--- config.mk ---
export PLATFORM = sky130hd
export DESIGN_NAME = fetch_unit
export DESIGN_NICKNAME = d
export VERILOG_FILES = /design/src/rtl/fetch_unit.sv
export SDC_FILE = /design/constraint.sdc
export NUM_CORES = 1
export LEC_CHECK = 0
export ABC_AREA = 1
export BUFFER_PORTS_ARGS = -buffer_cell sky130_fd_sc_hd__buf_2
export CORE_ASPECT_RATIO = 0.7
export CORE_MARGIN = 3
export CORE_UTILIZATION = 47
export DETAILED_ROUTE_END_ITERATION = 6
export PLACE_DENSITY = 0.78
export RECOVER_POWER = 100
export SLEW_MARGIN = 30
export SYNTH_ARGS = -nofsm -noshare
export SYNTH_HDL_FRONTEND = slang
export SYNTH_SLANG_ARGS = --single-unit
--- constraint.sdc ---
create_clock -name clk -period 1.85 [get_ports clk]
set_input_delay 0.2775 -clock clk [delete_from_list [all_inputs] [get_ports clk]]
set_output_delay 0.2775 -clock clk [all_outputs]
set_load 0.01 [all_outputs]
--- src/rtl/fetch_unit.sv ---
// Instruction-fetch / memory-arbitration controller: owns PC, IR and the single memory port.
// Optional perf counters (fetch_count, stall_count) under `FETCH_UNIT_PERFCNT_EN.
module fetch_unit #(
  parameter int unsigned       ADDR_W   = 9,
  parameter int unsigned       DATA_W   = 16,
  parameter logic [ADDR_W-1:0] RESET_PC = '0
) (
  input  logic              clk,
  input  logic              reset,
  output logic [1:0]        mem_cmd,
  output logic [ADDR_W-1:0] mem_addr,
  output logic [DATA_W-1:0] mem_wdata,
  input  logic [DATA_W-1:0] read_data,
  input  logic              mem_ready,
  output logic [DATA_W-1:0] ir,
  output logic              ir_valid,
  output logic [ADDR_W-1:0] pc,
  input  logic              ls_req,
  input  logic [1:0]        ls_cmd,
  input  logic [ADDR_W-1:0] ls_addr,
  input  logic [DATA_W-1:0] ls_wdata,
  output logic              ls_ack,
  input  logic              ex_done,
  input  logic              branch_taken,
  input  logic [ADDR_W-1:0] branch_target,
  input  logic              halt_req,
`ifdef FETCH_UNIT_PERFCNT_EN
  output logic [31:0]       fetch_count,
  output logic [31:0]       stall_count,
`endif
  output logic              halted
);

  typedef enum logic [2:0] {S_RST, S_FETCH, S_ISSUE, S_EXEC, S_HALT} state_t;

  localparam logic [1:0] CMD_NONE  = 2'b00;
  localparam logic [1:0] CMD_READ  = 2'b01;
  localparam logic [1:0] CMD_WRITE = 2'b10;

  state_t            r_state;
  logic [ADDR_W-1:0] r_pc;
  logic [DATA_W-1:0] r_ir;
  logic [ADDR_W-1:0] r_addr_hold;
  logic [DATA_W-1:0] r_wdata_hold;
  logic              r_ir_valid;
  logic              r_halted;

  logic              w_ls_valid;
  logic [1:0]        w_cmd;
  logic [ADDR_W-1:0] w_addr;
  logic [DATA_W-1:0] w_wdata;

  assign w_ls_valid = ls_req && (ls_cmd == CMD_READ || ls_cmd == CMD_WRITE);

  // Address/wdata hold their last driven value whenever the port is idle.
  always_comb begin
    w_cmd   = CMD_NONE;
    w_addr  = r_addr_hold;
    w_wdata = r_wdata_hold;
    case (r_state)
      S_FETCH: begin
        w_cmd  = CMD_READ;
        w_addr = r_pc;
      end
      S_EXEC: begin
        if (ls_req) begin
          w_addr  = ls_addr;
          w_wdata = ls_wdata;
          if (w_ls_valid) w_cmd = ls_cmd;
        end
      end
      default: ;
    endcase
  end

  assign mem_cmd   = w_cmd;
  assign mem_addr  = w_addr;
  assign mem_wdata = w_wdata;
  assign ls_ack    = (r_state == S_EXEC) && w_ls_valid && mem_ready;
  assign ir        = r_ir;
  assign ir_valid  = r_ir_valid;
  assign pc        = r_pc;
  assign halted    = r_halted;

  always_ff @(posedge clk or negedge reset) begin
    if (!reset) begin
      r_state      <= S_RST;
      r_pc         <= RESET_PC;
      r_ir         <= '0;
      r_addr_hold  <= '0;
      r_wdata_hold <= '0;
      r_ir_valid   <= 1'b0;
      r_halted     <= 1'b0;
    end else begin
      r_addr_hold  <= w_addr;
      r_wdata_hold <= w_wdata;
      r_ir_valid   <= 1'b0;
      case (r_state)
        S_RST: r_state <= S_FETCH;
        S_FETCH: begin
          if (mem_ready) begin
            r_ir       <= read_data;
            r_pc       <= r_pc + ADDR_W'(1);
            r_ir_valid <= 1'b1;
            r_state    <= S_ISSUE;
          end
        end
        S_ISSUE: r_state <= S_EXEC;
        S_EXEC: begin
          // ex_done during an outstanding ls_req is a protocol violation and is dropped.
          if (ex_done && !ls_req) begin
            if (halt_req) begin
              r_halted <= 1'b1;
              r_state  <= S_HALT;
            end else begin
              if (branch_taken) r_pc <= branch_target;
              r_state <= S_FETCH;
            end
          end
        end
        S_HALT: r_state <= S_HALT;
        default: r_state <= S_RST;
      endcase
    end
  end

`ifdef FETCH_UNIT_PERFCNT_EN
  logic [31:0] r_fetch_count;
  logic [31:0] r_stall_count;

  always_ff @(posedge clk or negedge reset) begin
    if (!reset) begin
      r_fetch_count <= '0;
      r_stall_count <= '0;
    end else if (r_state == S_FETCH) begin
      if (mem_ready) begin
        if (r_fetch_count != '1) r_fetch_count <= r_fetch_count + 32'd1;
      end else begin
        if (r_stall_count != '1) r_stall_count <= r_stall_count + 32'd1;
      end
    end
  end

  assign fetch_count = r_fetch_count;
  assign stall_count = r_stall_count;
`endif

endmodule

== After elaboration in Yosys (flattened, before gate mapping) ==
Index checks and enable logic that the tools add are counted.
Storage, ports and cells
  input bits: 59
  output and inout bits: 55
  word-level logic and storage cells: 48
  register bits after elaboration: 55
Cells by class
  equal/unequal tests: 10
  $add $sub $neg: 1
  reductions and logical operators: 12
  multiplexer cells: 18
Operator list (number)
  9-bit 2-to-1 mux: 5
  9-bit case mux with 2 select lines: 2
  16-bit 2-to-1 mux: 2
  3-bit case mux with 5 select lines: 1
  9-bit by 1-bit adder with 9-bit output (second input constant): 1
  3-bit 2-to-1 mux: 3
  3-bit by 2-bit == test with 1-bit output (second input constant): 2
  2-bit != test (second input constant): 3
  5-bit AND reduction: 1
  1-bit logical AND: 4
  2-bit 2-to-1 mux: 2
  2-bit case mux with 2 select lines: 1
  2-bit AND reduction: 2
  3-bit by 1-bit == test with 1-bit output (second input constant): 1
  3-bit == test (second input constant): 1
  3-bit logical NOT: 1
  3-bit AND reduction: 1
  2-bit by 1-bit == test with 1-bit output (second input constant): 1
  2-bit == test (second input constant): 1
  1-bit 2-to-1 mux: 2
  2-bit by 1-bit != test with 1-bit output (second input constant): 1
  2-bit nonzero test: 1
  1-bit logical NOT: 1
  1-bit logical OR: 1

== Depth between registers and ports, before layout ==
Gate-level depths: netlist (run 1).
  word-level depth: 6
  depth in mapped cells: 9
  mapped depth without buffers: 8

== Least setup slack after synthesis (run 1) ==
OpenSTA, ideal clock, no wires.
  path kind: reg-to-output
  start: reg r_state[2]
  end: out ls_ack
  cell stages (with the launch flop): 5
  path buffers: 1
  required time: 1.572 ns
  data arrival time: 1.270 ns
  path slack: 0.303 ns
  path through: dfrtp_1 nor2_4 nand2_4 buf_6 a211oi_1
Between the ends
  word-level cells in the longest chain between the ends: 3
Ends and longest elaborated chain
  start, declared: RTL line 40  | state_t r_state;
  start signal, assigned: RTL line 87  | r_state <= S_RST;
  start signal, assigned: RTL line 99  | S_RST: r_state <= S_FETCH;
  start signal, assigned: RTL line 105  | r_state <= S_ISSUE;
  3-bit by 2-bit == test with 1-bit output: RTL line 79  | assign ls_ack = (r_state == S_EXEC) && w_ls_valid && mem_ready;
  1-bit logical AND (2 in a row): RTL line 79
  end, declared: RTL line 22  | output logic ls_ack,
No other way between the ends.

== Worst setup path after layout (run 1) ==
  start: reg r_state[2]
  end: out mem_wdata[12]
Between the ends
  word-level cells in the longest chain between the ends: 2
Ends and longest elaborated chain
  3-bit by 2-bit == test with 1-bit output: RTL line 60  | case (r_state)
  16-bit 2-to-1 mux: RTL line 60
  end, declared: RTL line 12  | output logic [DATA_W-1:0] mem_wdata,
No other way between the ends.

==> impl_metrics.py, run 1 <==
metrics = {
    "sta": {
        "slew_viol_final": 0,
        "fin_skew_ps": 5.99,
        "slew_headroom_pct": 20.2,
        "finalCritPeriodShare_pct": 103,
        "worst_pin_slew_ps": 1200,
        "hold_violations": 0,
        "clock.fmax_ghz": 0.526,
        "setup_viol": 20,
        "rsz0062_at_grt": "true",
        "setup_tns_ps": -662,
        "fin_ws_ps": -50.4,
        "min_period_ps": 1900,
    },
    "place": {
        "io_buffers": 113,
        "dpl.hpwl_um": 4970,
        "place.gp.congestion": 0.869,
        "dp_cells": 479,
    },
    "global_routing": {
        "grt_usage_pct": 21.4,
        "grt_pass1_vias": 2212,
        "overflow": 0,
        "grt_pass1_wl_um": 10600,
        "antenna_found_initial": 0,
        "grt_max_degree": 56,
    },
    "critical_path": {
        "cp_slowest_cell": "dfrtp_2",
        "r2r-start": "r_state[0]",
        "critPathMaxFanout": 5,
        "reg2regPathDepth": 8,
        "ff2ff_setup_slack_ps": 260,
        "worst_ep_required_time_ps": 1570,
        "reg2reg_to": "pc[6]",
        "cp_slowest_stage_delay_ps": 470,
        "arrival_ps": 1620,
        "cp-end-kind": "primary output",
        "criticalPathCategory": "flop to primary output",
        "worstPathCellList": "nor2_4 -> buf_12 -> nand2_8 -> mux2_4 -> buf_6",
        "startpoint_type": "flop",
    },
    "floorplanning": {
        "core_area_sq_mm": 0.00531,
        "die_x_um": 95.2,
        "io_pins": 114,
        "start_util_pct": 49.3,
        "die-area_sq_mm": 0.00652,
        "num_rows": 22,
        "die-height_um": 68.5,
    },
    "worst_hold_path": {
        "hp-start": "read_data[5]",
        "hold_path_class": "input pin to flop",
        "hold_depth": 3,
        "hold_path_end": "ir[5]",
    },
    "clock_tree": {
        "clockRootBuffer": "clkbuf_8",
        "insertion_delay_ps": 300,
        "cts_buffers": 5,
        "cts_tree": "built",
        "cts_sinks": 55,
        "clk_pin_slew_ps": 90,
        "htreeDepth": 2,
        "clockBufferDepth": 2,
    },
    "route": {
        "drt_iter0_drc": 156,
        "antenna_left": 0,
        "vias": 2539,
        "drtPass1Iterations": 4,
        "drc": 0,
        "wirelength_um": 7330,
        "wire_per_inst_um": 14.4,
        "avgViaCountPerCell": 5.01,
    },
    "pwr": {
        "power.leakage_nw": 1.93,
        "power.density_mw_per_mm2": 1750,
        "ir_worst_vdd_mv": 0.673,
    },
    "yosys": {
        "syn_area_sq_mm": 0.00262,
        "synth_seq_area_share_pct": 52.5,
        "ys_ff_latch": 55,
        "yosys_warnings": 0,
        "ys_types": 27,
        "avgSynthCellArea_sq_um": 8.79,
        "synth_nets": 358,
        "synth_cells": 298,
    },
    "finish": {
        "nFillCells": 438,
        "most-common-layout-cells": "nand2_1, buf_2, dfrtp_1",
        "nets": 494,
        "multiInputGateArea_sq_mm": 0.00119,
        "flow.area_growth_from_synthesis_pct": 37.6,
        "insertedDiodeCount": 0,
        "layout_commonest_cell": "nand2_1",
        "drive_gt1_share_pct": 36.1,
        "ff_latch_area_sq_mm": 0.00138,
        "finalNonFillerCells": 507,
        "utilization_pct": 67.9,
    },
    "outcome": {
        "violations": "negative setup slack",
        "status": "finished, violations left",
    },
    "job": {
        "drv_cap": 0,
    },
}
-- registers in the layout (all words and copies together), names as in the netlist --
name,cells
r_state,3
r_addr_hold,9
halted,1
ir_valid,1
r_wdata_hold,16
pc,9
ir,16
-- metrics by stage --
step           hold slack (ps)  power [mW]  instance area (sq um)  worst slack [ps]
3_3_place_gp               297        4.89                   3260               275
5_1_grt                    148        6.79                   3610              -112
4_1_cts                    153        6.02                   3510             -31.2
6_report                   155        6.31                   3610             -50.4
3_5_place_dp               293        5.00                   3260               229
2_1_floorplan            -18.1        3.92                   2620               303
-- worst max-delay path, delay by kind of cell (launching register included) --
family                 cells  cell delay [ps]
buffers and inverters      2              280
AND/OR/NAND/NOR            2              220
flip-flops                 1              470
multiplexers               1              340
-- layer usage --
| layer | vias to the layer above | track usage (%) | part of all wire [%] | routed length, um |
|---|---|---|---|---|
| met2 | 130 | 33.7 | 45 | 3280 |
| li1 | 1223 | - | - | - |
| met4 | 0 | 6.65 | 2.0 | 150 |
| met5 | - | 0 | 0 | 0 |
| met1 | 1171 | 28.9 | 43 | 3130 |
| met3 | 15 | 5.93 | 10 | 759 |
-- cells by family (layout without fill, tap and decap cells) --
family                     Yosys count  in the layout  synth area share [%]
adders and majority gates            1              1                 0.477
and+or+nand+nor                    171            174                  27.9
xor gates and xnor gates             1              1                 0.334
DFF                                 55             55                  52.5
AOI/OAI and AO/OA                   23             23                  5.54
buffers and inverters               31            165                  5.30
muxes                               16             16                  7.88
-- worst max-delay path by stage --
stage,to,start,slack [ps]
floorplan,ls_ack,r_state[2],300
global placement,ir[13],r_state[2],280
detailed placement,ir[6],r_state[2],230
CTS,mem_wdata[3],r_state[0],-30
global route,mem_addr[8],r_state[0],-110
finish,mem_wdata[12],r_state[2],-50
-- synthesized netlist by cell type (all sizes together) --
| library cell | instances | area [sq um] |
|---|---|---|
| a211oi | 1 | 7.51 |
| buf | 6 | 45.0 |
| clkbuf | 1 | 3.75 |
| dfrtp | 55 | 1380 |
| ha | 1 | 12.5 |
| inv | 24 | 90.1 |
| mux2 | 16 | 206 |
| nand2 | 133 | 524 |
| nand3 | 18 | 90.1 |
| nand4 | 1 | 6.26 |
| nor2 | 12 | 67.6 |
| o211ai | 4 | 30.0 |
| o21ai | 13 | 65.1 |
| o221ai | 4 | 35.0 |
| o31ai | 1 | 7.51 |
| or2 | 7 | 43.8 |
| xor2 | 1 | 8.76 |
-- report_power, final --
part           total [mW]  switching, mW  internal (mW)
Clock               0.714          0.371          0.342
Combinational        3.49           1.92           1.57
Sequential           2.11          0.347           1.76
Total                6.31           2.64           3.67
-- final cells by class --
cell class	instances	area share, %
sequential	55	38.2
clock buffer	8	2.78
multi-input combinational	215	32.9
timing repair buffer	133	21.0
tap	72	2.50
inverter	24	2.60
-- what timing repair did --
| action | CTS | global route |
|---|---|---|
| gates cloned | 2 | 1 |
| hold endpoints to repair | 55 | 0 |
| setup endpoints to repair | 26 | 26 |
| setup buffers | 9 | 7 |
| gates resized for setup | 7 | 13 |
| pin swaps | 2 | 4 |
| hold buffers | 1 | 0 |
No activity file was read; power rests on OpenSTA's default activity.
==> inputs of run 2 (changes only) <==
- CELL_PAD_IN_SITES_DETAIL_PLACEMENT: not set -> 1
- CELL_PAD_IN_SITES_GLOBAL_PLACEMENT: not set -> 2
- CORE_UTILIZATION: 47 -> 26
- PLACE_DENSITY: 0.78 -> 0.77
- TNS_END_PERCENT: not set -> 10
==> impl_metrics.py, run 2 (synthesized netlist as in run 1, its figures left out) <==
metrics = {
    "global_routing": {
        "grt_usage_pct": 14.3,
        "grt_pass1_vias": 2547,
        "grt_max_degree": 56,
        "antenna_found_initial": 0,
        "grt_pass1_wl_um": 13000,
        "overflow": 0,
    },
    "floorplanning": {
        "num_rows": 29,
        "die-area_sq_mm": 0.0113,
        "start_util_pct": 27.8,
        "core_area_sq_mm": 0.00943,
        "die_x_um": 126,
        "die-height_um": 90.0,
        "io_pins": 114,
    },
    "pwr": {
        "p_int_mw": 3.94,
        "power.leakage_nw": 1.92,
        "total_power_mw": 6.59,
        "ir_worst_vdd_mv": 0.722,
        "power.density_mw_per_mm2": 1790,
        "p_sw_share_pct": 40.3,
        "clock_power_share_pct": 18.3,
        "p_comb_share_pct": 49.8,
        "p_switching_mw": 2.65,
        "pwr-share-seq_pct": 31.9,
    },
    "route": {
        "drtPass1Iterations": 4,
        "wirelength_um": 8330,
        "avgViaCountPerCell": 4.39,
        "wire_per_inst_um": 15.1,
        "drt_iter0_drc": 76,
        "antenna_left": 0,
        "drc": 0,
        "vias": 2421,
    },
    "place": {
        "dpl.hpwl_um": 6190,
        "io_buffers": 113,
        "dp_cells": 535,
        "place_ws_ps": 221,
        "place.gp.congestion": 0.735,
    },
    "outcome": {
        "violations": "negative setup slack",
        "status": "finished, violations left",
    },
    "clock_tree": {
        "insertion_delay_ps": 290,
        "clk_pin_slew_ps": 70,
        "cts_buffers": 5,
        "cts_sinks": 55,
        "htreeDepth": 2,
        "clockBufferDepth": 2,
        "cts_tree": "built",
        "clockRootBuffer": "clkbuf_16",
    },
    "job": {
        "drv_cap": 0,
    },
    "critical_path": {
        "cp-end-kind": "primary output",
        "reg2regPathDepth": 7,
        "r2r-start": "r_state[2]",
        "worst_ep_required_time_ps": 1570,
        "criticalPathCategory": "flop to primary output",
        "cp-startpoint": "r_state[2]",
        "startpoint_type": "flop",
        "critPathMaxFanout": 5,
        "arrival_ps": 1590,
        "reg2reg_to": "pc[5]",
        "ff2ff_setup_slack_ps": 260,
        "crit_end": "mem_wdata[10]",
    },
    "sta": {
        "hold_ws_ps": 178,
        "setup_tns_ps": -81.2,
        "finalCritPeriodShare_pct": 101,
        "rsz0062_at_grt": "true",
        "slew_headroom_pct": 48.1,
        "min_period_ps": 1860,
        "setup_viol": 11,
        "fin_skew_ps": 5.91,
        "worst_pin_slew_ps": 779,
        "fin_ws_ps": -14.8,
        "clock.fmax_ghz": 0.536,
        "slew_viol_final": 0,
        "hold_violations": 0,
    },
    "finish": {
        "most-common-layout-cells": "nand2_1, buf_2, dfrtp_1",
        "finalNonFillerCells": 551,
        "flow.area_growth_from_synthesis_pct": 40.3,
        "layout_commonest_cell": "nand2_1",
        "insertedDiodeCount": 0,
        "nets": 486,
        "drive_gt1_share_pct": 34.0,
    },
    "worst_hold_path": {
        "hold_path_class": "input pin to flop",
    },
}
==> run 2: cell types whose count changed in the layout (fill, tap and decap cells not counted), moves of 2 or more <==
cell and change:
clkbuf_1 +2, buf_6 -2, mux2_2 +2, buf_4 -8
clkbuf_16 +5, clkbuf_8 -7, mux2_4 -2, bufinv_16 +2
==> run 2: how the worst min path moves through the flow <==
stage                   from          endpoint  slack, ps  cells after the start
6_report       read_data[10]            ir[10]        180                      3
2_1_floorplan          reset            halted        -20                      0
5_1_grt         read_data[6]             ir[6]        180                      3
3_3_place_gp           reset   r_wdata_hold[9]        300                      2
3_5_place_dp           reset  r_wdata_hold[12]        300                      2
4_1_cts        read_data[10]            ir[10]        170                      3
==> run 2: per-layer routing <==
layer	vias to the layer above	part of all wire (%)	track usage (%)
met5	-	0	0
met1	1141	48	20.3
met4	0	0.36	2.68
met2	75	43	20.4
met3	2	8.8	5.92
li1	1203	-	-
==> run 2: final cells by class <==
type	instances	area (sq um)
clock buffers	6	129
clock inverters	2	60.1
fillers	1160	5760
inverters	24	90.1
multi-input cells	214	1160
flip-flops and latches	55	1380
well taps	124	155
repair buffers	126	701
==> run 2: worst max-delay path, stage by stage, from the launching register on <==
cell and delay, ps:
dfrtp_2 460, nor2_4 140, buf_12 160, nand2_8 80
mux2_4 330, buf_6 130
==> run 2: power groups by stage <==
stage / sequential [mW] / combinational (mW) / clock [mW]
2_1_floorplan: 2.16 / 1.76 / 0
3_3_place_gp: 2.10 / 2.98 / 0
3_5_place_dp: 2.11 / 3.06 / 0
4_1_cts: 2.11 / 3.24 / 1.24
5_1_grt: 2.18 / 3.66 / 1.30
6_report: 2.10 / 3.28 / 1.20
==> run 2: per-stage QoR <==
| stage | util [%] | area (sq um) |
|---|---|---|
| floorplan | - | 2620 |
| global placement | 35.6 | 3360 |
| detailed placement | 35.6 | 3360 |
| CTS | 38.4 | 3630 |
| global route | 39.0 | 3670 |
| finish | 39.0 | 3670 |
==> run 2: timing repair <==
item,4_1_cts,5_1_grt
resized for setup,9,6
gates cloned,0,2
setup endpoints to repair,25,27
endpoints found under the hold margin,32,0
setup buffers,2,3
hold buffers,1,0
pin swaps,3,5
